===== src/rtl/load_store_unit.sv =====
// Load/store unit: turns byte-addressed MIPS loads/stores into word accesses on a
// word-addressed memory, with read-modify-write for sub-word stores.
module load_store_unit #(
  parameter int DWIDTH     = 32,
  parameter int AWIDTH_MEM = 32,
  parameter int MEM_DEPTH  = 32
) (
  input  logic                  ls_clk,
  input  logic                  ls_rst,
  input  logic                  ls_i_valid,
  input  logic                  ls_i_load,
  input  logic                  ls_i_store,
  input  logic [1:0]            ls_i_size,
  input  logic                  ls_i_unsigned,
  input  logic [31:0]           ls_i_addr,
  input  logic [DWIDTH-1:0]     ls_i_store_data,
  output logic                  ls_o_stall,
  output logic                  ls_o_done,
  output logic                  ls_o_err,
  output logic [DWIDTH-1:0]     ls_o_load_data,
  output logic                  ls_o_ce,
  output logic                  ls_o_wr_en,
  output logic                  ls_o_rd_en,
  output logic [AWIDTH_MEM-1:0] ls_o_addr,
  output logic [DWIDTH-1:0]     ls_o_store_data,
  input  logic [DWIDTH-1:0]     ls_i_mem_data
);

  typedef enum logic [1:0] {IDLE, LOAD_WAIT, LOAD_RESP, RMW_READ} state_t;

  localparam logic [1:0] SZ_BYTE = 2'b00;
  localparam logic [1:0] SZ_HALF = 2'b01;
  localparam logic [1:0] SZ_WORD = 2'b10;

  state_t                  state, next_state;
  logic [29:0]             in_idx;
  logic                    req_err;
  logic                    accept;
  logic [AWIDTH_MEM-1:0]   idx_q;
  logic [1:0]              off_q;
  logic [1:0]              size_q;
  logic                    uns_q;
  logic [15:0]             sdata_q;
  logic [7:0]              lane_byte;
  logic [15:0]             lane_half;
  logic [DWIDTH-1:0]       load_ext;
  logic [DWIDTH-1:0]       merged;

  assign in_idx = ls_i_addr[31:2];
  assign accept = (state == IDLE) && ls_i_valid && !ls_rst;

  always_comb begin
    req_err = 1'b0;
    if (ls_i_load == ls_i_store)                              req_err = 1'b1;
    if (ls_i_size == 2'b11)                                   req_err = 1'b1;
    if (ls_i_size == SZ_HALF && ls_i_addr[0])                 req_err = 1'b1;
    if (ls_i_size == SZ_WORD && ls_i_addr[1:0] != 2'b00)      req_err = 1'b1;
    if ({2'b00, in_idx} >= 32'(MEM_DEPTH))                    req_err = 1'b1;
  end

  // NOTE: request fields are pure datapath qualified by state, so they carry no reset.
  always_ff @(posedge ls_clk) begin
    if (accept) begin
      idx_q   <= AWIDTH_MEM'({2'b00, in_idx});
      off_q   <= ls_i_addr[1:0];
      size_q  <= ls_i_size;
      uns_q   <= ls_i_unsigned;
      sdata_q <= ls_i_store_data[15:0];
    end
  end

  // Little-endian lane select on the word returned by memory.
  always_comb begin
    lane_byte = ls_i_mem_data[{off_q, 3'b000} +: 8];
    lane_half = ls_i_mem_data[{off_q[1], 4'b0000} +: 16];
    case (size_q)
      SZ_BYTE: load_ext = uns_q ? {{(DWIDTH-8){1'b0}}, lane_byte}
                                : {{(DWIDTH-8){lane_byte[7]}}, lane_byte};
      SZ_HALF: load_ext = uns_q ? {{(DWIDTH-16){1'b0}}, lane_half}
                                : {{(DWIDTH-16){lane_half[15]}}, lane_half};
      default: load_ext = ls_i_mem_data;
    endcase
  end

  always_comb begin
    merged = ls_i_mem_data;
    if (size_q == SZ_BYTE) merged[{off_q, 3'b000} +: 8]     = sdata_q[7:0];
    else                   merged[{off_q[1], 4'b0000} +: 16] = sdata_q;
  end

  always_comb begin
    next_state      = state;
    ls_o_ce         = 1'b0;
    ls_o_wr_en      = 1'b0;
    ls_o_rd_en      = 1'b0;
    ls_o_stall      = 1'b0;
    ls_o_addr       = idx_q;
    ls_o_store_data = '0;
    case (state)
      IDLE: begin
        ls_o_addr = AWIDTH_MEM'({2'b00, in_idx});
        if (ls_i_valid && !req_err) begin
          ls_o_ce = 1'b1;
          if (ls_i_store && ls_i_size == SZ_WORD) begin
            ls_o_wr_en      = 1'b1;
            ls_o_store_data = ls_i_store_data;
          end else begin
            ls_o_rd_en = 1'b1;
            ls_o_stall = 1'b1;
            next_state = ls_i_load ? LOAD_WAIT : RMW_READ;
          end
        end
      end
      LOAD_WAIT: begin
        ls_o_stall = 1'b1;
        next_state = LOAD_RESP;
      end
      LOAD_RESP: next_state = IDLE;
      RMW_READ: begin
        ls_o_ce         = 1'b1;
        ls_o_wr_en      = 1'b1;
        ls_o_store_data = merged;
        next_state      = IDLE;
      end
      default: next_state = IDLE;
    endcase
    // NOTE: reset gates the enables combinationally so an in-flight RMW write is never issued.
    if (ls_rst) begin
      ls_o_ce    = 1'b0;
      ls_o_wr_en = 1'b0;
      ls_o_rd_en = 1'b0;
      ls_o_stall = 1'b0;
      next_state = IDLE;
    end
  end

  always_ff @(posedge ls_clk) begin
    if (ls_rst) begin
      state          <= IDLE;
      ls_o_load_data <= '0;
      ls_o_done      <= 1'b0;
      ls_o_err       <= 1'b0;
    end else begin
      state     <= next_state;
      ls_o_done <= 1'b0;
      ls_o_err  <= 1'b0;
      if (state == IDLE && ls_i_valid) begin
        if (req_err)                                   ls_o_err  <= 1'b1;
        else if (ls_i_store && ls_i_size == SZ_WORD)   ls_o_done <= 1'b1;
      end
      if (state == LOAD_WAIT) begin
        ls_o_load_data <= load_ext;
        ls_o_done      <= 1'b1;
      end
      if (state == RMW_READ) ls_o_done <= 1'b1;
    end
  end

endmodule


===== config.mk =====
export PLATFORM = sky130hd
export DESIGN_NAME = load_store_unit
export DESIGN_NICKNAME = d
export VERILOG_FILES = /design/src/rtl/load_store_unit.sv
export SDC_FILE = /design/constraint.sdc
export NUM_CORES = 1
export LEC_CHECK = 0
export ABC_CLOCK_PERIOD_IN_PS = 5600
export CAP_MARGIN = 20
export CORE_ASPECT_RATIO = 0.7
export CORE_MARGIN = 1.5
export CORE_UTILIZATION = 25
export CTS_CLUSTER_DIAMETER = 80
export DETAILED_ROUTE_END_ITERATION = 7
export GPL_TIMING_DRIVEN = 0
export PLACE_DENSITY = 0.52
export SLEW_MARGIN = 10
export SYNTH_ARGS = -nofsm -noshare
export SYNTH_HDL_FRONTEND = slang
export SYNTH_SLANG_ARGS = --single-unit

===== constraint.sdc =====
create_clock -name ls_clk -period 5.6 [get_ports ls_clk]
set_input_delay 1.12 -clock ls_clk [delete_from_list [all_inputs] [get_ports ls_clk]]
set_output_delay 1.12 -clock ls_clk [all_outputs]
set_load 0.005 [all_outputs]

### Word level (Yosys, flattened, before mapping)

Index checks and enable logic that the tools add are counted.

| word-level totals | value |
|---|---|
| bits in registers | 87 |
| output and inout bits | 102 |
| word-level logic and storage cells | 80 |

| cells by class | value |
|---|---|
| add/sub/neg operators | 2 |
| order comparisons | 1 |
| equal/unequal tests | 10 |
| shifts and indexed selects | 6 |
| mux-type cells | 37 |
| bitwise logic cells | 1 |
| reduce and logical (&&, ||, !) cells | 14 |

Operators by type and width:

| operator | number |
|---|---|
| 32-bit 2-to-1 mux | 5 |
| 32-bit case mux with 2 select lines | 2 |
| 32-bit bitwise mux | 2 |
| 16-bit by 7-bit variable shift with 32-bit output (first input constant) | 1 |
| 8-bit by 7-bit variable shift with 32-bit output (first input constant) | 1 |
| 16-bit by 7-bit indexed part select with 32-bit output | 1 |
| 32-bit by 6-bit indexed part select with 16-bit output | 1 |
| 32-bit by 6-bit indexed part select with 8-bit output | 1 |
| 8-bit by 7-bit indexed part select with 32-bit output | 1 |
| 30-bit by 6-bit >= comparator with 1-bit output (second input constant) | 1 |
| 30-bit 2-to-1 mux | 1 |
| 1-bit 2-to-1 mux | 20 |
| 5-bit negator with 7-bit output | 2 |
| 2-bit equality test (second input constant) | 4 |
| 2-bit by 1-bit equality test with 1-bit output (second input constant) | 3 |
| 1-bit logical AND | 6 |
| 2-bit 2-to-1 mux | 3 |
| 1-bit case mux with 2 select lines | 3 |
| 2-bit case mux with 3 select lines | 1 |
| 2-bit logical NOT | 2 |
| 2-bit OR reduction | 2 |
| 1-bit logical NOT | 2 |
| 2-bit by 1-bit inequality test with 1-bit output (second input constant) | 1 |
| 2-bit inequality test (second input constant) | 1 |
| other kinds (4) | 4 |

### Depth between registers and ports, before layout

Gate-level depths: netlist of the first run.

| depth | value |
|---|---|
| word-level depth | 11 |
| gate-level depth with buffers | 9 |
| mapped depth without buffers | 6 |

### Least setup slack after synthesis of the first run

No wires, ideal clock.

| path | value |
|---|---|
| kind | input port to output port |
| from | input port ls_rst |
| to | output port ls_o_rd_en |
| arrival time | 2669 ps |
| data required time | 4480 ps |
| slack | 1811 ps |
| cell stages on the path | 4 |
| cell sequence | nor2b_1 -> nand2_1 -> inv_1 -> and3_1 |

| between the ends | value |
|---|---|
| word-level cells in the longest chain between the ends | 1 |

RTL lines:

| what | line | text |
|---|---|---|
| from (decl) | 9 | `input logic ls_rst,` |
| 1-bit 2-to-1 mux | 128 | `if (ls_rst) begin` |
| to (decl) | 23 | `output logic ls_o_rd_en,` |

No other way between the ends.

### Worst setup path after layout of the first run

| path | value |
|---|---|
| from | register off_q[1] |
| to | output port ls_o_store_data[25] |

| between the ends | value |
|---|---|
| word-level cells in the longest chain between the ends | 5 |
| elaborated cells between the ends (all ways) | 10 |

RTL lines:

| what | line | text |
|---|---|---|
| from (decl) | 40 | `logic [1:0] off_q;` |
| from (signal assigned) | 65 | `off_q <= ls_i_addr[1:0];` |
| 5-bit negator with 7-bit output, on equally long branches | 88, 87 |  |
| 16-bit by 7-bit indexed part select with 32-bit output, or another cell as far along | 88 | `else merged[{off_q[1], 4'b0000} +: 16] = sdata_q;` |
| 32-bit bitwise mux, on equally long branches | 88, 87 |  |
| 32-bit 2-to-1 mux (*) | 87 | `if (size_q == SZ_BYTE) merged[{off_q, 3'b000} +: 8] = sdata_q[7:0];` |
| 32-bit case mux with 2 select lines (*) | 99 | `case (state)` |
| to (decl) | 25 | `output logic [DWIDTH-1:0] ls_o_store_data,` |

Every way passes the cells marked *; elsewhere a longest branch is shown, timed or not.

==> reports/summary.txt, run 1 <==
status: completed
Post-Syn Instances: 491
RSZ-0062 raised after global routing: no
final setup skew: 0.0126 ns
reg-to-reg setup timing slack: 3.15 ns
xor/xnor share of the synthesized area: 0.175%
# setup viols final: 0
Congestion Overflow GR: 0
Die H: 121 µm
post-synth cell types: 59
Area growth syn-to-layout: 54.2%
multiplexer share of the synthesized area: 10.9%
Cells after DPL: 966
worst hold start: ls_o_load_data[8]
Hold Slack: 0.462 ns
worst reg2reg path depth: 7
IO Port Bufs: 203
antenna violations before repair: 0
synthesized area: 5000 µm²
die area: 20900 µm²
ranking of synthesized cells by area: edfxtp_1 31%, dfxtp_1 14%, mux2_2 7.4%
Residual DRC: 0
max cap viols: 0
DP HPWL: 16200 µm
switching power: 400 µW
Layout Nets: 819
Avg WL per Cell: 20.5 µm
pins over their slew limit: 0
worst slew pin tran: 1.11 ns
vias per cell: 5.04
crit start category: flip-flop
yosys warns: 0
worst-path fanout max: 10
Int Power: 1190 µW
Worst Path Required: 4.48 ns
cts bufs inserted: 9
EDFF count, synth: 51
Yosys reg bits: 87
largest family of logic cells by synthesized area: compound AO/OA/AOI/OAI gates
Max clock buf depth: 2
detailed-route via count: 4948
hold crit path type: reg2reg
largest net degree at the start of global routing: 28
Sink Count: 87
Final Hold Vio Count: 0
VDD IR-drop max: 0.000107 V
CP endpoint kind: output pin
Die X: 172 µm
Hold EP: ls_o_load_data[8]
CTS resizes: 0
most frequent cells in the layout: 203 x clkdlybuf4s50_1, 51 x edfxtp_1, 50 x nand2_1
Non-Filler Instances: 982
reg2reg end: idx_q[23]
combinational power share: 14.6%
FFs w/ async S/R, synth: 0%
total wire length: 20100 µm
global-route wire length before repair: 29800 µm
RD Place Congestion: 0.882
worst reg2reg path startpoint: state[1]
Final ANT Viol Nets: 0
number of cell rows: 43
commonest non-fill, non-tap cell in the layout: clkdlybuf4s50_1
period utilization: 87.8%
sw frac: 25.2%
Main synth FF type: edfxtp_1
core area: 19700 µm²
Crit. Startpoint: off_q[1]
clock share of power: 41.0%
CTS tree: yes
hold_buf cts: 0
clk slew on worst S/H paths: 0.06 ns
Adder-Cell Fraction of Synth Area: 2.00%
vias in the first global route: 4869
Slew headroom: 25.8%
Power Total: 1590 µW
fill count: 1979
power density over the cells: 205 nW/µm²
min cycle time layout: 4.91 ns
clk root buf: clkbuf_16
Diodes inserted: 0
simple-gate area share of the yosys netlist: 12.3%
share of cells above drive strength 1: 10.3%
P_leak: 0.00278 µW
Worst-Skew Late Latency: 0.36 ns
critical path arrival: 3.79 ns
Flop pwr share: 44.4%
Initial Util: 25.4%
fmax: 203 MHz
drt first pass iters: 5
Synth top area share: 30.6%
Hold Crit Depth: 2
Fin Setup TNS: 0 ns
H-tree depth: 3
postcts setup bufs: 0
All-Layer GR Usage: 19.4%
sequential area share after synthesis: 45.0%
Ports: 206
post-synthesis compound-gate area fraction: 23.4%
syn_area_per_cell: 10.2 µm²
area leader, netlist: edfxtp_1
detailed router's first-iteration violation count: 407
Setup Crit Path Kind: reg2out
## synth_stat cells, drive strengths merged (2+ instances only)
cell type,instances
edfxtp,51
o2bb2ai,16
o21ai,20
nand2,50
nand3,2
ha,8
o221ai,13
a21boi,2
nor3,3
and3,3
nor2b,15
nand4,3
o41ai,2
o21bai,2
and4,2
mux2,34
and2,2
dfxtp,36
nor4,10
mux2i,14
a21oi,27
a21o,18
a221oi,8
clkbuf,23
nor2,25
nand2b,3
buf,14
nor3b,2
a211oi,25
a22oi,17
inv,23
## layout make-up
cell class | count | area (µm²) | area share [%]
inverter | 24 | 90.1 | 1.17
tap | 270 | 338 | 4.38
sequential | 87 | 2250 | 29.2
clock inverter | 4 | 32.5 | 0.421
buffer | 37 | 219 | 2.84
clock buffer | 12 | 289 | 3.74
timing repair buffer | 204 | 2050 | 26.6
multi-input combinational | 344 | 2450 | 31.7
## power by group through the flow
| stage | sequential (µW) | combinational, µW | clock [µW] |
|---|---|---|---|
| after global routing | 707 | 246 | 691 |
| after floorplan | 716 | 77.9 | 0 |
| final | 705 | 231 | 650 |
| after detailed placement | 719 | 229 | 0 |
| after global placement | 720 | 225 | 0 |
| after CTS | 705 | 230 | 667 |
## kinds of logic after synthesis
kind of cell	count (synthesis)
compound gates	158
simple gates	126
flops	87
buf+inv	61
mux	49
fa+ha+maj	8
other cells	1
xor+xnor	1
## sequential cells by signal (all words and copies together) (netlist names), 2 cells and up
name,cells
state,2
idx_q,30
off_q,2
sdata_q,16
ls_o_load_data,32
size_q,2
## stage by stage
stage	setup WS [ns]	instance area [µm²]	utilization (%)
after floorplan	1.81	5010	-
after global placement	0.0168	7380	37.5
after detailed placement	0.887	7400	37.6
after CTS	0.766	7720	39.2
after global routing	0.438	7720	39.2
final	0.686	7720	39.2
## routing by layer
| metal | track usage [%] | vias up | wire, µm |
|---|---|---|---|
| met5 | 0 | - | 0 |
| met4 | 4.46 | 0 | 208 |
| met3 | 5.64 | 16 | 1750 |
| met2 | 27.7 | 196 | 8560 |
| met1 | 28.5 | 2449 | 9600 |
| li1 | - | 2287 | - |
## worst max path at each step
stage,endpoint,slack [ns],cells after the start
after detailed placement,ls_o_rd_en,0.89,7
after CTS,ls_o_store_data[25],0.77,9
after floorplan,ls_o_rd_en,1.81,4
final,ls_o_store_data[25],0.69,9
after global placement,ls_o_rd_en,0.02,6
after global routing,ls_o_store_data[25],0.44,9
## worst max-delay path, stage by stage (launching register included)
cell             delay (ns)
edfxtp_1               0.47
buf_6                  0.21
buf_2                  0.22
inv_1                  0.15
ha_1                   0.37
nor3b_1                0.91
a21oi_1                0.19
a211oi_1               0.31
a21o_1                 0.12
clkdlybuf4s50_1        0.49
Power figures use the tool's default switching activity.
==> inputs of run 2 (changes only) <==
Settings changed: GPL_ROUTABILITY_DRIVEN set to 1.
==> results of run 2 <==
No change in the layout: final DEF, timing and power equal those of run 1.
